### src/rtl/psddivide_pkg.sv
// rtl/psddivide_pkg.sv - shared state encoding and counter sizing for the psddivide divider family
// Purpose: constants and helpers shared between the divider controller and its datapath.
//   state_t       : controller FSM encoding (IDLE=0, RUN=1)
//   NITER_DEFAULT : default number of shift/subtract iterations
//   calc_last     : counter value of the stop cycle
//   calc_cw       : counter/step width needed to hold calc_last
package psddivide_pkg;

  typedef enum logic {
    IDLE = 1'b0,
    RUN  = 1'b1
  } state_t;

  localparam int NITER_DEFAULT = 32;

  // One load cycle precedes the iterations, an optional sign-correction
  // cycle follows them, and the stop cycle is the last counter value.
  function automatic int calc_last(input int niter, input int sign_fix);
    return niter + 1 + sign_fix;
  endfunction

  function automatic int calc_cw(input int last);
    return $clog2(last + 1);
  endfunction

endpackage

### src/rtl/psddivide_ctrl_p.sv
// rtl/psddivide_ctrl_p.sv - parametrised sequencing controller for the restoring divider datapath
// Purpose: sequences load / iterate / sign-fix / output-register strobes for an
// N-bit by M-bit sequential restoring divider, with abort, back-to-back issue,
// a done pulse and an overrun flag for dropped requests.
// Ports:
//   clock   : master clock, rising edge
//   reset   : asynchronous active-low reset
//   run     : one-cycle request to start a division
//   abort   : synchronous cancel of the division in flight
//   start   : load operands into the datapath (combinational)
//   iter    : datapath iterates this cycle
//   fix     : datapath applies sign correction this cycle
//   stop    : load output registers this cycle
//   busy    : a division is in flight
//   step    : current counter value, 0 when idle
//   done    : registered pulse one cycle after stop
//   overrun : registered pulse, a run request was dropped
//   aborted : registered pulse, an abort took effect
module psddivide_ctrl_p
  import psddivide_pkg::*;
#(
  parameter  int NITER     = NITER_DEFAULT,
  parameter  int SIGN_FIX  = 0,
  parameter  int BACK2BACK = 0,
  localparam int LAST      = calc_last(NITER, SIGN_FIX),
  localparam int CW        = calc_cw(LAST)
) (
  input  logic          clock,
  input  logic          reset,
  input  logic          run,
  input  logic          abort,
  output logic          start,
  output logic          iter,
  output logic          fix,
  output logic          stop,
  output logic          busy,
  output logic [CW-1:0] step,
  output logic          done,
  output logic          overrun,
  output logic          aborted
);

  localparam logic [CW-1:0] ONE     = CW'(1);
  localparam logic [CW-1:0] NITER_C = CW'(NITER);
  localparam logic [CW-1:0] FIX_C   = CW'(NITER + 1);
  localparam logic [CW-1:0] LAST_C  = CW'(LAST);

  state_t        state, state_nxt;
  logic [CW-1:0] cnt, cnt_nxt;
  logic          accept;

  // stop is masked by abort so an aborted job never loads its outputs,
  // and so a back-to-back accept cannot happen in an abort cycle.
  assign stop   = (cnt == LAST_C) & ~abort;
  assign accept = (state == IDLE) | ((BACK2BACK != 0) & stop);
  // Gating with reset keeps the datapath from loading while held in reset.
  assign start  = run & accept & ~abort & reset;
  assign busy   = (cnt >= ONE) && (cnt <= LAST_C);
  assign iter   = (cnt >= ONE) && (cnt <= NITER_C);
  assign fix    = (SIGN_FIX != 0) && (cnt == FIX_C);
  assign step   = cnt;

  always_comb begin
    state_nxt = state;
    cnt_nxt   = cnt;
    case (state)
      IDLE: begin
        if (start) begin
          state_nxt = RUN;
          cnt_nxt   = ONE;
        end else begin
          cnt_nxt   = '0;
        end
      end
      RUN: begin
        if (abort) begin
          state_nxt = IDLE;
          cnt_nxt   = '0;
        end else if (cnt < LAST_C) begin
          cnt_nxt   = cnt + ONE;
        end else if (start) begin
          cnt_nxt   = ONE;
        end else begin
          state_nxt = IDLE;
          cnt_nxt   = '0;
        end
      end
      default: begin
        state_nxt = IDLE;
        cnt_nxt   = '0;
      end
    endcase
  end

  always_ff @(posedge clock or negedge reset) begin
    if (!reset) begin
      state   <= IDLE;
      cnt     <= '0;
      done    <= 1'b0;
      overrun <= 1'b0;
      aborted <= 1'b0;
    end else begin
      state   <= state_nxt;
      cnt     <= cnt_nxt;
      done    <= stop;
      overrun <= run & ~accept & ~abort;
      aborted <= abort & (state == RUN);
    end
  end

endmodule

### config.mk
export PLATFORM = sky130hd
export DESIGN_NAME = psddivide_ctrl_p
export DESIGN_NICKNAME = d
export VERILOG_FILES = /design/src/rtl/psddivide_pkg.sv /design/src/rtl/psddivide_ctrl_p.sv
export SDC_FILE = /design/constraint.sdc
export NUM_CORES = 1
export LEC_CHECK = 0
export ABC_AREA = 1
export CAP_MARGIN = 10
export CORE_AREA = 2 2 39 41
export CTS_CLUSTER_SIZE = 40
export DETAILED_ROUTE_END_ITERATION = 10
export DIE_AREA = 0 0 41 43
export PLACE_DENSITY = 0.69
export SYNTH_ARGS = -nofsm -noshare
export SYNTH_HDL_FRONTEND = slang
export SYNTH_SLANG_ARGS = --single-unit
### constraint.sdc
create_clock -name clock -period 2.1 [get_ports clock]
set_input_delay 0.315 -clock clock [delete_from_list [all_inputs] [get_ports clock]]
set_output_delay 0.315 -clock clock [all_outputs]
set_load 0.01 [all_outputs]
==> results.ini <==
[status]
status=finished, final reports clean

[power_and_ir_drop]
p_sw_uw=98.3
sw_frac_of_total=0.227
powerDensity_mw_per_mm2=588
seqPwrFrac=0.464
clkPwrFrac=0.390
intPower_uw=334
comb_power_share=0.146
power.total_uw=432
p_leak_nw=0.386
ir_drop_mv=0.371

[clocking]
path_clk_slew_ns=0.06
htreeDepth=1
cts_sinks=10
ctsHoldBuffers=0
numCtsBuffers=3
cts_tree=built
root_buffer=clkbuf_4
clockBufferDepth=2
insertion_delay_ns=0.26

[critical_path]
crit_buf_inv=2
path_max_fanout=2
slowest_delay_ns=0.59
crit_top_cell=clkdlybuf4s50_1
critPathLaunchType=primary input
arrival_ns=1.64
critical_path_class=primary input to primary output
critical_path.cell_chain=clkdlybuf4s50_1 -> nand2_1 -> nor3_1 -> clkdlybuf4s50_1
required_ns=1.78
slowest_stage=clkdlybuf4s50_1
crit_family=buffers and inverters
endpoint_kind=primary output

[route]
first_iter_violations=4
routed_via_density=4.25
ant_nets=0
drc_errors=0
wl_per_cell_um=9.47
dr.pass1.iters=3
num_vias=404
wirelength_um=900

[synth]
yosysSeqAreaShare=0.504
synth_seq_cells=10
synth_cell_types=17
synth_cells=56
avgSynthCellArea_um2=8.87
synth_warnings=0
syn-num-nets=63
netlist_area_um2=497

[floorplanning]
die_x_um=41
rows=14
ios=18
fp.dieArea_mm2=0.00176
die_y_um=43
core_mm2=0.00138
initial_utilization=0.359

[layout]
final_util=0.532
drive_above_1_share=0.152
antenna_cells=0
nNetsFinal=87
syn_to_final_growth_pct=48.1

[global_route]
grt_pass1_wl_um=1550
grt_pass1_vias=366
grt_max_degree=11
antenna_found_initial=0
track_usage=0.135
gr-total-overflow=0

[timing]
setup-tns-final_ns=0
finalCritPeriodShare=0.933
finalHoldViolations=0
rsz0062_at_grt=false
layout_setup_ws_ns=0.140
slew_violations=0
min_period_ns=1.96
fmax_mhz=510
setup_violations=0
skew_ns=0.000480

[placed_design]
detailedPlace.worstSlack_ns=0.123
gp_congestion=0.732
dpl.hpwl_um=714
io_buffers=16

[hold_path]
worst_hold_path_type=primary input to async pin

[flow_run]
maxCapViolCount=0

[worst paths after layout]
| check | start | slack [ns] | depth (start not counted) | end |
|---|---|---|---|---|
| max reg2reg | step[1] | 0.94 | 8 | step[0] |
| max in group asynchronous | reset | 1.57 | 2 | step[3] |
| min in group clock | state | 0.53 | 2 | aborted |
| min | reset | 0.39 | 2 | done |
| max | reset | 0.14 | 4 | start |
| min reg2reg | state | 0.53 | 2 | aborted |
[through the flow]
| step | hold WS (ns) | area (µm²) | instances |
|---|---|---|---|
| 2_1_floorplan | 0.0194 | 497 | 56 |
| 3_3_place_gp | 0.504 | 692 | 90 |
| 3_5_place_dp | 0.527 | 692 | 90 |
| 4_1_cts | 0.383 | 733 | 95 |
| 5_1_grt | 0.396 | 736 | 95 |
| 6_report | 0.387 | 736 | 95 |
[cell usage in the layout, fill, tap and decap left out, drive strengths merged, types with 2 or more instances in the layout]
cell	count
dfrtp	10
nand2	9
dlygate4sd2	2
inv	10
clkdlybuf4s50	13
clkbuf	4
nand3	3
nor2	12
buf	4
ha	3
xor2	2
[flip-flops by register name, summed over array words and instances, names as in the netlist]
signal	count
step	6
aborted	1
done	1
overrun	1
state	1
[routing by layer]
layer | vias up | part of all wire | track usage
met4 | 0 | 0.011 | 0.0600
met2 | 11 | 0.48 | 0.188
met1 | 179 | 0.44 | 0.164
met3 | 2 | 0.070 | 0.0785
met5 | - | 0 | 0
li1 | 212 | - | -
[worst reg2reg max path, stage by stage, from the launching register on]
cell and delay [ns]:
dfrtp_1 0.38, inv_1 0.08, ha_1 0.14, inv_1 0.03
nor2_1 0.11, nand2_1 0.08, nand2_2 0.09, nand2_4 0.08
o21bai_2 0.11
[cell families (layout without fill, tap and decap cells)]
group / Yosys count / in the layout / share of synthesized area
other cells: 1 / 1 / 0.00755
flops: 10 / 10 / 0.504
compound gates: 2 / 2 / 0.0327
buf+inv: 11 / 34 / 0.0907
xor+xnor: 3 / 3 / 0.0529
simple gates: 26 / 26 / 0.237
fa+ha+maj: 3 / 3 / 0.0756
[power by group through the flow]
stage / Clock (mW) / Combinational, mW / Sequential [mW]
after floorplan: 0 / 0.0268 / 0.207
after global placement: 0 / 0.0669 / 0.204
after detailed placement: 0 / 0.0679 / 0.204
after CTS: 0.176 / 0.0646 / 0.201
after global routing: 0.184 / 0.0721 / 0.201
final: 0.169 / 0.0632 / 0.201
[cell usage after synthesis, drive strengths merged]
cell type,count,area (µm²)
inv,10,37.5
conb,1,3.75
nand4,1,6.26
ha,3,37.5
a21oi,1,5.00
nand3,3,15.0
xnor2,1,8.76
o21bai,1,11.3
buf,1,7.51
dfrtp,10,250
nor3,1,5.00
xor2,2,17.5
nor2,12,47.6
nand2,9,43.8
[timing repair]
action | CTS | global route
endpoints found under the setup margin | 2 | 1
setup buffers | 1 | 0
gates resized for setup | 2 | 1
[area by class of cell]
type	instances	area, µm²
flip-flops and latches	10	250
fillers	139	648
well taps	16	20.0
clock buffers	4	36.3
multi-input cells	35	201
repair buffers	20	190
inverters	10	37.5
Power figures use the tool's default switching activity.
==> edit 1, RTL diff (same flow settings) <==
Put a register stage on the outputs `iter`, `fix` and `busy`, cleared by the reset. The values now appear one clock later. The other outputs are not delayed to match. Comments in the files are not updated.
--- a/src/rtl/psddivide_ctrl_p.sv
+++ b/src/rtl/psddivide_ctrl_p.sv
@@ -55,9 +55,17 @@
   assign accept = (state == IDLE) | ((BACK2BACK != 0) & stop);
   // Gating with reset keeps the datapath from loading while held in reset.
   assign start  = run & accept & ~abort & reset;
-  assign busy   = (cnt >= ONE) && (cnt <= LAST_C);
-  assign iter   = (cnt >= ONE) && (cnt <= NITER_C);
-  assign fix    = (SIGN_FIX != 0) && (cnt == FIX_C);
+  always_ff @(posedge clock or negedge reset) begin
+    if (!reset) begin
+      iter <= '0;
+      fix  <= '0;
+      busy <= '0;
+    end else begin
+      iter <= (cnt >= ONE) && (cnt <= NITER_C);
+      fix  <= (SIGN_FIX != 0) && (cnt == FIX_C);
+      busy <= (cnt >= ONE) && (cnt <= LAST_C);
+    end
+  end
   assign step   = cnt;
 
   always_comb begin
Check against the original RTL: not equivalent (Yosys sat finds a counterexample within 4 cycles, from zero or initial values and one cycle with reset low).
==> edit 1 against the unedited design <==
- synthesized area is 10% higher
- total power rose by 13%
- via count up 3.5%
- cell count up 1.1%
- worst hold slack gained 0.034 ns
- routed wire length rose by 0.56%
- register-to-register slack got worse by 0.10 ns
- design area up 6.8%
- largest cell class unchanged
- worst setup slack improved by 0.024 ns
- largest power group unchanged
- clock skew increased by 0.00079 ns
- combinational power grew 3%
- sequential cell count increased by 2
==> edit 1: results (changes against the unedited design) <==
Outcome
  – Status: completed (unchanged)

Global routing
  – Met1 Track Usage GR: 15.6% (was 16.4%)
  – Total GRT Usage: 14.0% (was 13.5%)
  – Vias in the first global route: 394 (was 366)
  – Global-route wire length before repair: 1630 um (was 1550 um)
  – Initial antenna violation count: 0 (unchanged)
  – Met2 Use GR: 21.9% (was 18.8%)
  – Met3 GRT Util: 6.28% (was 7.85%)
  – Largest net degree at the start of global routing: 13 (was 11)

Clock network
  – CTS Root Cell: clkbuf_4 (unchanged)
  – CTS clk-pin slew, worst paths: 0.07 ns
  – Clock Latency Late Sink: 0.26 ns (about the same)
  – Clock buffer depth: 2 (unchanged)
  – Postcts setup bufs: 0 (was 1)
  – CTS H-tree lvls: 1 (unchanged)
  – Total CTS buffers: 3 (unchanged)

Cells and area
  – ANT cells: 0 (unchanged)
  – Max FFs per register: 6 (unchanged)
  – Register Area: 300 um^2 (was 250 um^2)
  – Nets@finish: 88 (was 87)
  – Ratio of cells with drive above 1 in the final layout: 15.0% (was 15.2%)
  – Fill cells: 145 (was 139)

Placement
  – Placement Setup Slack: 0.0667 ns (was 0.123 ns)
  – IO Port Bufs: 16 (unchanged)
  – Area after DPL: 742 um^2 (was 692 um^2)
  – Dpl cells: 92 (was 90)
  – Post-detail-place hpwl: 731 um (was 714 um)
  – GPL Wtd Cong: 0.728 (was 0.732)

Power and ir drop
  – VDD IR max: 297 uV (was 371 uV)
  – Leak: 0.401 nW (was 0.386 nW)

Yosys
  – Yosys warning total: 0 (unchanged)
  – Ys flop type: dfrtp_1 (unchanged)
  – Mean post-synth cell area: 9.43 um^2 (was 8.87 um^2)
  – Async SR Flop Fraction: 100% (unchanged)
  – Yosys cell types: 17 (unchanged)
  – Synth top area cells: dfrtp_1 (55%), nor2_1 (7.6%), ha_1 (6.9%), inv_1 (6.9%), nand2_1 (4.8%) (was dfrtp_1 (50%), nor2_1 (8.3%), ha_1 (7.6%), inv_1 (7.6%), nand2_1 (5.3%))
  – Sequential share of the synthesized area: 54.9% (was 50.4%)
  – Most frequent cells after synthesis: dfrtp_1 (12), nor2_1 (11), inv_1 (10) (was nor2_1 (11), dfrtp_1 (10), inv_1 (10))
  – Post-Synthesis Net Count: 65 (was 63)

Route
  – Routed length on met3: 36 um (was 63 um)
  – Metal2 WL: 469 um (was 433 um)
  – Drt first pass iters: 3 (unchanged)
  – Via/cell ratio: 4.35 (was 4.25)
  – Wire per inst: 9.43 um (was 9.47 um)
  – M1 wire length: 387 um (was 393 um)
  – Drt total wl: 905 um (was 900 um)
  – Uppermost layer routed: met4 (unchanged)
  – Initial drt markers: 6 (was 4)

Min path
  – Worst min path class: input port to async pin (unchanged)

Timing
  – Max Freq: 0.517 GHz (was 0.510 GHz)
  – Final setup fails: 0 (unchanged)
  – Final Skew: 0.00127 ns (was 0.000480 ns)
  – Final hold violations: 0 (unchanged)

Worst setup path
  – Largest fanout on the critical path: 2 (unchanged)
  – Worst Path Arrival: 1.62 ns (was 1.64 ns)
edit 1: cell types whose count changed in the layout (fill, tap and decap cells not counted):
cell	before	now
dlygate4sd2_1	2	0
dfrtp_1	10	12
nor3_1	1	0
nor3_2	0	1
clkdlybuf4s50_1	13	15
buf_4	4	3
edit 1: report_power, final:
part	switching [mW]	internal, mW
Combinational	0.0306	0.0344
Sequential	0.00669	0.241
Clock	0.0688	0.105
Total	0.106	0.381
edit 1: layout make-up:
| type | instances | area share, % |
|---|---|---|
| clock buffers | 4 | 4.62 |
| inverters | 10 | 4.78 |
| multi-input cells | 35 | 26.3 |
| flip-flops and latches | 12 | 38.2 |
| well taps | 16 | 2.55 |
| repair buffers | 19 | 23.6 |
edit 1: what timing repair did:
action,CTS,global route
hold buffers,0,0
endpoints found under the hold margin,0,0
gates resized for setup,0,2
endpoints found under the setup margin,0,2
edit 1: worst paths after layout:
path / startpoint / endpoint / slack [ns] / cells past startpoint
worst max-delay path: reset / start / 0.16 / 4
worst min-delay path: reset / step[4] / 0.42 / 2
worst max register to register: step[0] / step[5] / 0.84 / 8
worst min register to register: state / aborted / 0.54 / 2
max in group asynchronous: reset / step[0] / 1.53 / 2
min in group clock: state / aborted / 0.54 / 2
edit 1: logic make-up after synthesis:
family / count (synthesis) / share of synthesized area [%]
xor+xnor: 3 / 4.81
fa+ha+maj: 3 / 6.87
buf+inv: 11 / 8.24
other cells: 1 / 0.686
compound gates: 2 / 2.97
flops: 12 / 54.9
simple gates: 26 / 21.5
edit 1: critical path: stages:
cell and delay [ns]:
clkdlybuf4s50_1 0.51, nand2_1 0.07, nor3_2 0.16, clkdlybuf4s50_1 0.57
==> edit 2, RTL diff (same flow settings) <==
Without the edit above. Set the package constant `NITER_DEFAULT` to 16 (it was 32).
--- a/src/rtl/psddivide_pkg.sv
+++ b/src/rtl/psddivide_pkg.sv
@@ -11,7 +11,7 @@
     RUN  = 1'b1
   } state_t;
 
-  localparam int NITER_DEFAULT = 32;
+  localparam int NITER_DEFAULT = 16;
 
   // One load cycle precedes the iterations, an optional sign-correction
   // cycle follows them, and the stop cycle is the last counter value.
Ports: changed (resized step); port bits go from 18 to 17. No check against the original RTL was run, so the function may have changed too.
==> edit 2 against the unedited design <==
- worst setup slack gained 0.018 ns
- core utilization decreased by 0.99 points
- clock skew grew 0.0074 ns
- routed wire length fell by 3.6%
- synthesized cell count decreased by 3.6%
- worst hold slack improved by 0.010 ns
- critical path depth unchanged
- design area down 1.9%
- via count fell by 3.2%
- synthesized area is the same
- total power fell by 11%
- fmax increased by 0.91%
- sequential cell count down 1
==> edit 2: results (changes against the unedited design) <==
Global routing
  – Total GRT Usage: 12.0% (was 13.5%)
  – Vias in the first global route: 327 (was 366)
  – Global-route wire length before repair: 1360 um (was 1550 um)
  – Largest net degree at the start of global routing: 10 (was 11)
  – Remaining Overflow, GRT: 0 (unchanged)

Power and ir drop
  – Power Density: 531 nW/um^2 (was 588 nW/um^2)
  – VDD IR max: 383 uV (was 371 uV)
  – Leak: 0.369 nW (was 0.386 nW)
  – Cell Int Power: 0.288 mW (was 0.334 mW)
  – Seq pwr: 0.184 mW (was 0.201 mW)
  – Clock share of power: 33.4% (was 39.0%)

Placement
  – Area after DPL: 682 um^2 (was 692 um^2)
  – GPL Wtd Cong: 0.732 (about the same)
  – Post-detail-place hpwl: 690 um (was 714 um)
  – Dpl cells: 87 (was 90)
  – IO Port Bufs: 15 (was 16)
  – Placement Setup Slack: 0.159 ns (was 0.123 ns)

Route
  – Wire per inst: 9.54 um (was 9.47 um)
  – Drt first pass iters: 4 (was 3)
  – Drt total wl: 868 um (was 900 um)
  – Via/cell ratio: 4.30 (was 4.25)

Worst setup path
  – Family with the most delay on the worst path: buffers and inverters (unchanged)
  – Critical path launch point: reset (unchanged)
  – CP max stage cell: clkdlybuf4s50_1 (unchanged)
  – Worst reg-to-reg setup slack: 0.87 ns (was 0.94 ns)
  – RR Endpoint: step[4] (was step[0])
  – Critical Path Max Stage Delay: 0.57 ns (was 0.59 ns)
  – Worst r2r src: step[0] (was step[1])
  – FF-to-FF path depth: 5 (was 8)

Timing
  – Max Freq: 0.515 GHz (was 0.510 GHz)
  – Final Skew: 0.00785 ns (was 0.000480 ns)
  – Final hold slack: 0.397 ns (was 0.387 ns)
  – Max-slew violations: 0 (unchanged)

Yosys
  – Post-synth EDFFs: 0 (unchanged)
  – Area fraction of the dominant cell type after synthesis: 45.3% (was 50.4%)
  – Synth top area cells: dfrtp_1 (45%), nor2_2 (8.8%), ha_1 (7.6%), inv_1 (6.8%), nand2_1 (4.5%) (was dfrtp_1 (50%), nor2_1 (8.3%), ha_1 (7.6%), inv_1 (7.6%), nand2_1 (5.3%))
  – Most frequent cells after synthesis: dfrtp_1 (9), inv_1 (9), nor2_2 (7) (was nor2_1 (11), dfrtp_1 (10), inv_1 (10))
  – Post-Synthesis Net Count: 61 (was 63)
  – Sequential share of the synthesized area: 45.3% (was 50.4%)
  – Mean post-synth cell area: 9.20 um^2 (was 8.87 um^2)
  – Yosys cell types: 19 (was 17)

Clock network
  – Clock Latency Late Sink: 0.25 ns
  – Cts repair resizes: 1 (was 2)
  – CTS Root Cell: clkbuf_4 (unchanged)
  – Clock buffer depth: 2 (unchanged)
  – CTS clk-pin slew, worst paths: 0.06 ns (about the same)
  – Postcts setup bufs: 0 (was 1)

Cells and area
  – Nets@finish: 83 (was 87)
  – Max FFs per register: 5 (was 6)
  – Ratio of cells with drive above 1 in the final layout: 28.0% (was 15.2%)
  – ANT cells: 0 (unchanged)

Outcome
  – Status: completed (unchanged)
-- edit 2: cell type report --
class	count	area, um^2
inverter	10	37.5
sequential	9	226
tap	16	20.0
multi-input combinational	34	231
fill	136	662
clock buffer	4	26.3
timing repair buffer	18	180
-- edit 2: metal layers --
metal,up-vias,track usage [%],share of wire (%)
li1,207,-,-
met1,169,16.5,49
met2,13,15.0,44
met3,2,4.71,5.3
met4,0,8.00,2.0
met5,-,0,0
-- edit 2: cell families (layout without fill, tap and decap cells) --
family | after synthesis | after routing | share of synthesized area [%]
and+or+nand+nor | 25 | 25 | 28.2
buffers and inverters | 11 | 32 | 9.07
DFF | 9 | 9 | 45.3
adders and majority gates | 3 | 3 | 7.56
xor gates and xnor gates | 3 | 3 | 5.29
AOI/OAI and AO/OA | 2 | 2 | 3.78
other | 1 | 1 | 0.755
